### config.mk
export PLATFORM = sky130hd
export DESIGN_NAME = sequence_writer
export DESIGN_NICKNAME = d
export VERILOG_FILES = /design/src/rtl/genius_pkg.sv /design/src/rtl/lfsr8.sv /design/src/rtl/sequence_writer.sv
export SDC_FILE = /design/constraint.sdc
export NUM_CORES = 1
export LEC_CHECK = 0
export BUFFER_PORTS_ARGS = -buffer_cell sky130_fd_sc_hd__buf_2
export CAP_MARGIN = 20
export CORE_ASPECT_RATIO = 0.7
export CORE_MARGIN = 2
export CORE_UTILIZATION = 40
export CTS_BUF_LIST = sky130_fd_sc_hd__clkbuf_8
export DETAILED_ROUTE_END_ITERATION = 10
export GPL_ROUTABILITY_DRIVEN = 1
export RECOVER_POWER = 100
export SLEW_MARGIN = 20
export SYNTH_ARGS = -nofsm -noshare
export SYNTH_HDL_FRONTEND = slang
export SYNTH_SLANG_ARGS = --single-unit
export TNS_END_PERCENT = 30
### constraint.sdc
create_clock -name clock -period 2 [get_ports clock]
set_input_delay 0.2 -clock clock [delete_from_list [all_inputs] [get_ports clock]]
set_output_delay 0.2 -clock clock [all_outputs]
set_load 0.01 [all_outputs]
### src/rtl/genius_pkg.sv
// Shared types and constants for the genius game sequence store.
// Enums, sizes, LFSR constants, choice codes and the fixed pattern.
package genius_pkg;

    typedef enum logic [1:0] {
        IDLE = 2'd0,
        FILL = 2'd1,
        DONE = 2'd2
    } seq_state_e;

    localparam int         SEQ_LEN           = 16;
    localparam logic [3:0] SEQ_LAST          = 4'(SEQ_LEN - 1);
    localparam logic [7:0] LFSR_POLY         = 8'hB8;
    localparam logic [7:0] LFSR_DEFAULT_SEED = 8'hA5;

    localparam logic [1:0] CHOICE_BTN0 = 2'd0;
    localparam logic [1:0] CHOICE_BTN1 = 2'd1;
    localparam logic [1:0] CHOICE_BTN2 = 2'd2;
    localparam logic [1:0] CHOICE_SKIP = 2'd3;

    function automatic logic [7:0] lfsr_next(input logic [7:0] l);
        return {1'b0, l[7:1]} ^ (l[0] ? LFSR_POLY : 8'h00);
    endfunction

    function automatic logic [1:0] fixed_choice(input logic [3:0] idx);
        logic [1:0] c;
        c = CHOICE_BTN0;
        case (idx)
            4'd0:  c = CHOICE_BTN2;
            4'd1:  c = CHOICE_BTN1;
            4'd3:  c = CHOICE_BTN1;
            4'd5:  c = CHOICE_BTN2;
            4'd7:  c = CHOICE_BTN2;
            4'd9:  c = CHOICE_BTN1;
            4'd11: c = CHOICE_BTN2;
            4'd13: c = CHOICE_BTN1;
            4'd15: c = CHOICE_BTN1;
            default: c = CHOICE_BTN0;
        endcase
        return c;
    endfunction

endpackage

### src/rtl/lfsr8.sv
// 8-bit right-shifting Galois LFSR with synchronous load and step.
// Load wins over step; state resets to the default seed.
module lfsr8
    import genius_pkg::*;
(
    input  logic       clock,
    input  logic       reset,
    input  logic       load,
    input  logic [7:0] load_value,
    input  logic       step,
    output logic [7:0] state
);

    always_ff @(posedge clock or negedge reset) begin
        if (!reset) begin
            state <= LFSR_DEFAULT_SEED;
        end else if (load) begin
            state <= load_value;
        end else if (step) begin
            state <= lfsr_next(state);
        end
    end

endmodule

### src/rtl/sequence_writer.sv
// Fills a 16x2 choice store from an LFSR on each start rising edge.
// Define SEQ_FIXED_PATTERN_EN to write a fixed pattern instead.
module sequence_writer
    import genius_pkg::*;
(
    input  logic       clock,
    input  logic       reset,
    input  logic       start,
    input  logic [7:0] seed,
    input  logic [3:0] rd_addr,
    output logic [1:0] rd_data,
    output logic       busy,
    output logic       ready
);

    seq_state_e state_q;
    seq_state_e state_d;
    logic       start_q;
    logic       start_edge;
    logic [3:0] wr_ptr_q;
    logic [3:0] wr_ptr_d;
    logic       busy_d;
    logic       ready_d;
    logic       we;
    logic       wr_ok;
    logic [1:0] wdata;
    logic       lfsr_load;
    logic       lfsr_step;
    logic [1:0] mem [SEQ_LEN];

    assign start_edge = start & ~start_q;

`ifdef SEQ_FIXED_PATTERN_EN
    logic seed_unused;
    logic lfsr_unused;

    assign seed_unused = ^seed;
    assign lfsr_unused = lfsr_load ^ lfsr_step;
    assign wdata       = fixed_choice(wr_ptr_q);
    assign wr_ok       = 1'b1;
`else
    logic [7:0] lfsr_state;
    logic [5:0] lfsr_unused;
    logic [7:0] lfsr_seed;

    // A zero seed would lock the LFSR at zero forever.
    assign lfsr_seed   = (seed == 8'h00) ? LFSR_DEFAULT_SEED : seed;
    assign lfsr_unused = lfsr_state[7:2];
    assign wdata       = lfsr_state[1:0];
    assign wr_ok       = (wdata != CHOICE_SKIP);

    lfsr8 u_lfsr (
        .clock      (clock),
        .reset      (reset),
        .load       (lfsr_load),
        .load_value (lfsr_seed),
        .step       (lfsr_step),
        .state      (lfsr_state)
    );
`endif

    always_ff @(posedge clock or negedge reset) begin
        if (!reset) begin
            state_q  <= IDLE;
            start_q  <= 1'b1;
            wr_ptr_q <= '0;
            busy     <= 1'b0;
            ready    <= 1'b0;
        end else begin
            state_q  <= state_d;
            start_q  <= start;
            wr_ptr_q <= wr_ptr_d;
            busy     <= busy_d;
            ready    <= ready_d;
        end
    end

    always_comb begin
        state_d   = state_q;
        wr_ptr_d  = wr_ptr_q;
        busy_d    = busy;
        ready_d   = ready;
        we        = 1'b0;
        lfsr_load = 1'b0;
        lfsr_step = 1'b0;
        if (start_edge) begin
            lfsr_load = 1'b1;
            state_d   = FILL;
            wr_ptr_d  = '0;
            busy_d    = 1'b1;
            ready_d   = 1'b0;
        end else if (state_q == FILL) begin
            lfsr_step = 1'b1;
            if (wr_ok) begin
                we = 1'b1;
                if (wr_ptr_q == SEQ_LAST) begin
                    state_d = DONE;
                    busy_d  = 1'b0;
                    ready_d = 1'b1;
                end else begin
                    wr_ptr_d = wr_ptr_q + 4'd1;
                end
            end
        end
    end

    always_ff @(posedge clock or negedge reset) begin
        if (!reset) begin
            for (int i = 0; i < SEQ_LEN; i++) begin
                mem[i] <= '0;
            end
        end else if (we) begin
            mem[wr_ptr_q] <= wdata;
        end
    end

    // Same-cycle read of the entry being written returns the old value.
    always_ff @(posedge clock or negedge reset) begin
        if (!reset) begin
            rd_data <= '0;
        end else begin
            rd_data <= mem[rd_addr];
        end
    end

endmodule

### Word-level counts from Yosys, hierarchy flattened

Cells that the tools add are included.
Widths: inputs -> output; s select.

| storage, ports and cells | value |
|---|---|
| logic and storage cells | 76 |
| register bits | 51 |
| latch bits | 0 |
| bits in writable memories | 0 |
| bits in read-only memories | 0 |
| memories | 0 |
| output and inout port bits | 4 |
| input bits | 15 |

| cells by class | value |
|---|---|
| magnitude comparators | 3 |
| eq/ne operators | 4 |
| multiplexer cells | 32 |
| shift-type cells | 0 |
| multipliers | 0 |
| divide/modulo/power cells | 0 |
| add/subtract/negate cells | 1 |
| bitwise operators | 5 |
| reduce and logical (&&, ||, !) cells | 8 |

Operators with widths:

| operator | number |
|---|---|
| $bwmux 32 | 1 |
| $mux 8 | 4 |
| $mux 4 | 4 |
| $mux 1 | 14 |
| $mux 2 | 7 |
| $ge 5x5->1 const B | 2 |
| $not 4->5 | 2 |
| $bmux 2 s4 | 1 |
| $demux 2 s4 | 1 |
| $logic_not 8->1 | 1 |
| $reduce_bool 2->1 | 4 |
| $xor 7x8->8 | 1 |
| $reduce_and 3->1 | 2 |
| $lt 5x1->1 const B | 1 |
| $add 4x1->4 const B | 1 |
| $eq 4x4->1 const B | 1 |
| $ne 2x2->1 const B | 2 |
| $eq 2x1->1 const B | 1 |
| $and 1x1->1 | 1 |
| $logic_and 1x1->1 | 1 |
| $not 1->1 | 1 |

### Logic depth before layout (Yosys ltp)

| depth | value |
|---|---|
| word-level depth | 6 |
| depth in mapped cells | 5 |
| mapped depth without buffers | 5 |

### By module

Synthesis repeated with hierarchy kept, for this count alone.

| second synthesis, totals | value |
|---|---|
| cells, all modules | 203 |
| area, all modules | 2,527.4 µm² |

By module, submodules not included:

| module | seq. area each (µm²) | instances | area an instance (µm²) | cells an instance |
|---|---|---|---|---|
| sequence_writer | 1,027.2 | 1 | 2,114.5 | 164 |
| lfsr8 | 205.2 | 1 | 412.9 | 39 |

### Least setup slack after synthesis

OpenSTA, ideal clock, no wires.

| timing | value |
|---|---|
| kind | reg2reg |
| from | register start_q |
| to | register mem[2] in the netlist's numbering |
| library setup time | 0.125 ns |
| clock period less this slack | 1.553 ns |
| stages on the path, launching flop included | 5 |
| slack | 0.447 ns |
| data arrival time | 1.428 ns |
| data required time | 1.875 ns |
| buffers on the path | 0 |
| cell sequence | dfstp_2 > and2b_4 > nor4_4 > nand2_1 > mux2_2 |

| between the ends | value |
|---|---|
| cells in the longest elaborated chain, start to end | 3 |

RTL lines:

| item | line | source |
|---|---|---|
| start: declaration | sequence_writer.sv:18 | `logic start_q;` |
| start signal: assignment | sequence_writer.sv:71 | `start_q <= start;` |
| $not 1->1 | sequence_writer.sv:31 | `assign start_edge = start & ~start_q;` |
| $and 1x1->1 | sequence_writer.sv:31 |  |
| $mux 1 | sequence_writer.sv:86 | `if (start_edge) begin` |
| end signal: indexed assignment | sequence_writer.sv:113 | `mem[wr_ptr_q] <= wdata;` |
| end: declaration | sequence_writer.sv:29 | `logic [1:0] mem [SEQ_LEN];` |

Every way passes these cells.
A chain may end at the register's enable or synchronous reset.

### Worst setup path after layout

| timing | value |
|---|---|
| from | input start |
| to | register mem[23] in the netlist's numbering |

| between the ends | value |
|---|---|
| cells in the longest elaborated chain, start to end | 2 |

RTL lines:

| item | line | source |
|---|---|---|
| start: declaration | sequence_writer.sv:8 | `input logic start,` |
| $and 1x1->1 | sequence_writer.sv:31 |  |
| $mux 1 | sequence_writer.sv:86 |  |

Every way passes these cells.

==> key figures <==
Status
  • Run status: completed

Route
  • Detailed-route DRC error count: 0
  • Detail Route Antenna Nets: 0
  • Vias per std cell: 5.208
  • Router iterations before antenna repair: 4
  • Initial DRC count: 81
  • Total Wirelength: 4.955 mm
  • Vias: 1,552
  • Average routed wire per standard cell: 16.63 microns

Logic synthesis
  • Biggest area contributors in the synthesized netlist: dfrtp_1, mux2_2, mux4_2, dfstp_2, nand2_1
  • Post-synth top area cell: dfrtp_1
  • Number of warnings reported in the yosys synthesis log: 0
  • Synthesized Nets: 218
  • Top-count cell post-synth: dfrtp_1
  • Gate Count Post-Synth: 199
  • Total of flip-flops plus latches after synthesis: 49
  • Number of enable-type register cells in the synthesized netlist: 0
  • Netlist area before placement: 2435 sq um
  • Ys flop type: dfrtp_1
  • List of most frequent post-synthesis cells: dfrtp_1, nand2_1, mux2_2
  • FFs w/ async S/R, synth: 1.000
  • Fraction of post-synthesis cell area in the top cell type by area: 0.4522
  • Part of the Yosys area used for sequential elements: 0.5062
  • Number of distinct library cells after synthesis: 32
  • Post-synthesis area per instance: 12.24 sq um

Timing
  • Final max-slew violation count: 0
  • Setup Skew: 0.008343 ns
  • Total negative slack: 0 ns
  • Peak Freq: 552.4 MHz
  • Tightest slew margin relative to the limit: 0.3909
  • Minimum clock period: 1.810 ns
  • Final number of setup-violating endpoints: 0
  • Slew at the pin closest to its max-slew limit: 0.9136 ns
  • Setup repair after global routing missed its margin: false
  • Final period utilization: 0.9052
  • Final number of hold-violating endpoints: 0
  • Post-Route Hold Slack: 0.1048 ns

Placed design
  • Number of buffers added on ports: 18
  • Post-detail-place hpwl: 3.618 mm
  • GPL Wtd Cong: 0.7938

Worst setup path
  • Top delay family on crit path: simple AND/OR/NAND/NOR gates
  • Worst-case reg-to-reg path depth: 4
  • Critical path buffers and inverters: 2
  • Slowest library cell on the worst path: dlygate4sd3_1
  • Crit path arrival time: 2.00 ns
  • Crit path largest cell delay: 0.53 ns
  • Flop-to-flop setup slack: 0.21 ns
  • Worst Setup End Kind: register
  • Worst setup SP type: input port
  • CP required: 2.19 ns
  • RR Startpoint: start_q
  • Launch point of the critical path: start
  • Cell Chain, Critical Path: dlygate4sd3_1, clkbuf_1, and2b_4, nor4_2, nand2_1, mux2_2
  • Capturing point of the worst reg2reg path: mem[23]
  • Kind of critical path: in2reg
  • Critical-path maximum fanout: 14

Power
  • Lkg Pwr: 1.178 nW
  • Part of the power in combinational logic: 0.331
  • Int Pwr: 0.002288 W
  • Part of the total power dissipated in sequential elements: 0.479
  • Switching power total: 0.001076 W
  • Sw Ratio: 0.3199
  • Clock share of power: 0.190
  • Power per unit of standard cell area: 1248 nW/um^2
  • Total power after layout: 0.003365 W
  • Worst IR drop on VDD: 445.7 uV

Global route
  • Maximum number of pins on one net before global-route repair: 22
  • Via count of the first global-routing pass: 1,537
  • Initial antenna violation count: 0
  • First-pass GRT wire length: 8.245 mm
  • Overall global routing resource usage: 0.1577
  • GRT Residual Overflow: 0

Finish
  • Final-stage net count: 241
  • Share of final-layout standard cells stronger than drive strength 1: 0.3363
  • Synthesis-to-layout area growth: 10.74%
  • # diodes: 0

CTS
  • Total number of H-tree levels: 2
  • Clock buffers created by TritonCTS: 5
  • Gates resized, CTS repair: 0
  • CTS root buffer: clkbuf_8
  • Clock latency reported for the late side of the worst-skew pair: 0.30 ns
  • Sink Count: 49
  • Clock tree from TritonCTS: done
  • Clock-pin slew on the worst setup and hold paths: 0.09 ns
  • Postcts setup bufs: 0
  • Longest Clk Path Bufs: 2

Floorplan
  • Chip Width: 97.25 microns
  • Count of boundary I/O pins: 19
  • Die area: 6737 sq um
  • Area of the core region: 5813 sq um
  • Count of standard-cell rows: 23
  • Height of the die: 69.28 microns
  • Starting utilization of the core area: 0.4189

Job
  • Max-cap violation count: 0

Worst hold path
  • Number of stages on the worst hold path: 2
  • Hold WC Path Type: in2reg
  • Hold path startpoint: rd_addr[2]
  • End of the worst hold path: rd_data[0]
cell type report:
type,instances,area [sq um]
fill,526,3117
sequential,49,1232
multi-input combinational,138,1125
timing repair buffer,26,136.4
clock buffer,7,96.34
tap,75,93.84
inverter,2,7.507
clock inverter,1,5.005
stage by stage:
step | setup slack [ns] | instances | cell area, sq um | util
final | 0.1896 | 298 | 2696 | 0.4638
after global routing | 0.09938 | 298 | 2696 | 0.4638
after floorplan | 0.4469 | 199 | 2435 | -
after detailed placement | 0.2987 | 288 | 2614 | 0.4496
after CTS | 0.2791 | 297 | 2725 | 0.4688
after global placement | 0.3099 | 288 | 2614 | 0.4496
power by group through the flow:
| stage | clock network (W) | logic (W) | registers, W |
|---|---|---|---|
| finish | 0.000638 | 0.00112 | 0.00161 |
| global route | 0.000701 | 0.00123 | 0.00167 |
| CTS | 0.000658 | 0.00115 | 0.00161 |
| detailed placement | 0 | 0.00115 | 0.00163 |
| global placement | 0 | 0.00113 | 0.00162 |
| floorplan | 0 | 0.000884 | 0.00156 |
repair_timing:
action | 4_1_cts | 5_1_grt
endpoints found under the setup margin | 0 | 0
endpoints found under the hold margin | 14 | 1
hold buffers | 1 | 1
routing by layer:
metal  global-route usage  up-vias  part of all wire
met5                    0        -                 0
met4              0.04167        0            0.0085
met3              0.03730        4             0.044
met2               0.2037       31              0.39
met1               0.2586      766              0.55
li1                     -      751                 -
sequential cells by signal, indices dropped and copies added, names as in the netlist:
signal	cells
state_q	1
wr_ptr_q	4
u_lfsr.state	8
mem	32
ready	1
rd_data	2
start_q	1
placed cells by master (no fill, tap or decap), types with 5 or more instances in the layout:
cell / n
dfrtp_1: 44
nand2_1: 34
mux2_2: 32
buf_2: 12
nor2_1: 11
mux4_2: 8
clkbuf_8: 7
clkbuf_1: 7
mux2i_1: 5
a21oi_1: 5
a31oi_1: 5
worst max path at each step:
stage               depth (start not counted)      end  slack [ns]
floorplan                                   4   mem[2]        0.45
global placement                            4   mem[5]        0.31
detailed placement                          4   mem[0]        0.30
CTS                                         4   mem[0]        0.28
global route                                6  mem[23]         0.1
finish                                      6  mem[23]        0.19
cells by family (layout without fill, tap and decap cells):
group / after synthesis / in the layout / share of synthesized area
buffers and inverters: 12 / 36 / 0.02364
XOR/XNOR: 4 / 4 / 0.01439
flip-flops: 49 / 49 / 0.5062
AO/OA/AOI/OAI: 17 / 17 / 0.04059
multiplexers: 45 / 45 / 0.2426
AND/OR/NAND/NOR: 68 / 68 / 0.1521
adder cells (fa/ha/maj): 4 / 4 / 0.02056
Note: power is estimated with default switching activity, not from simulation.
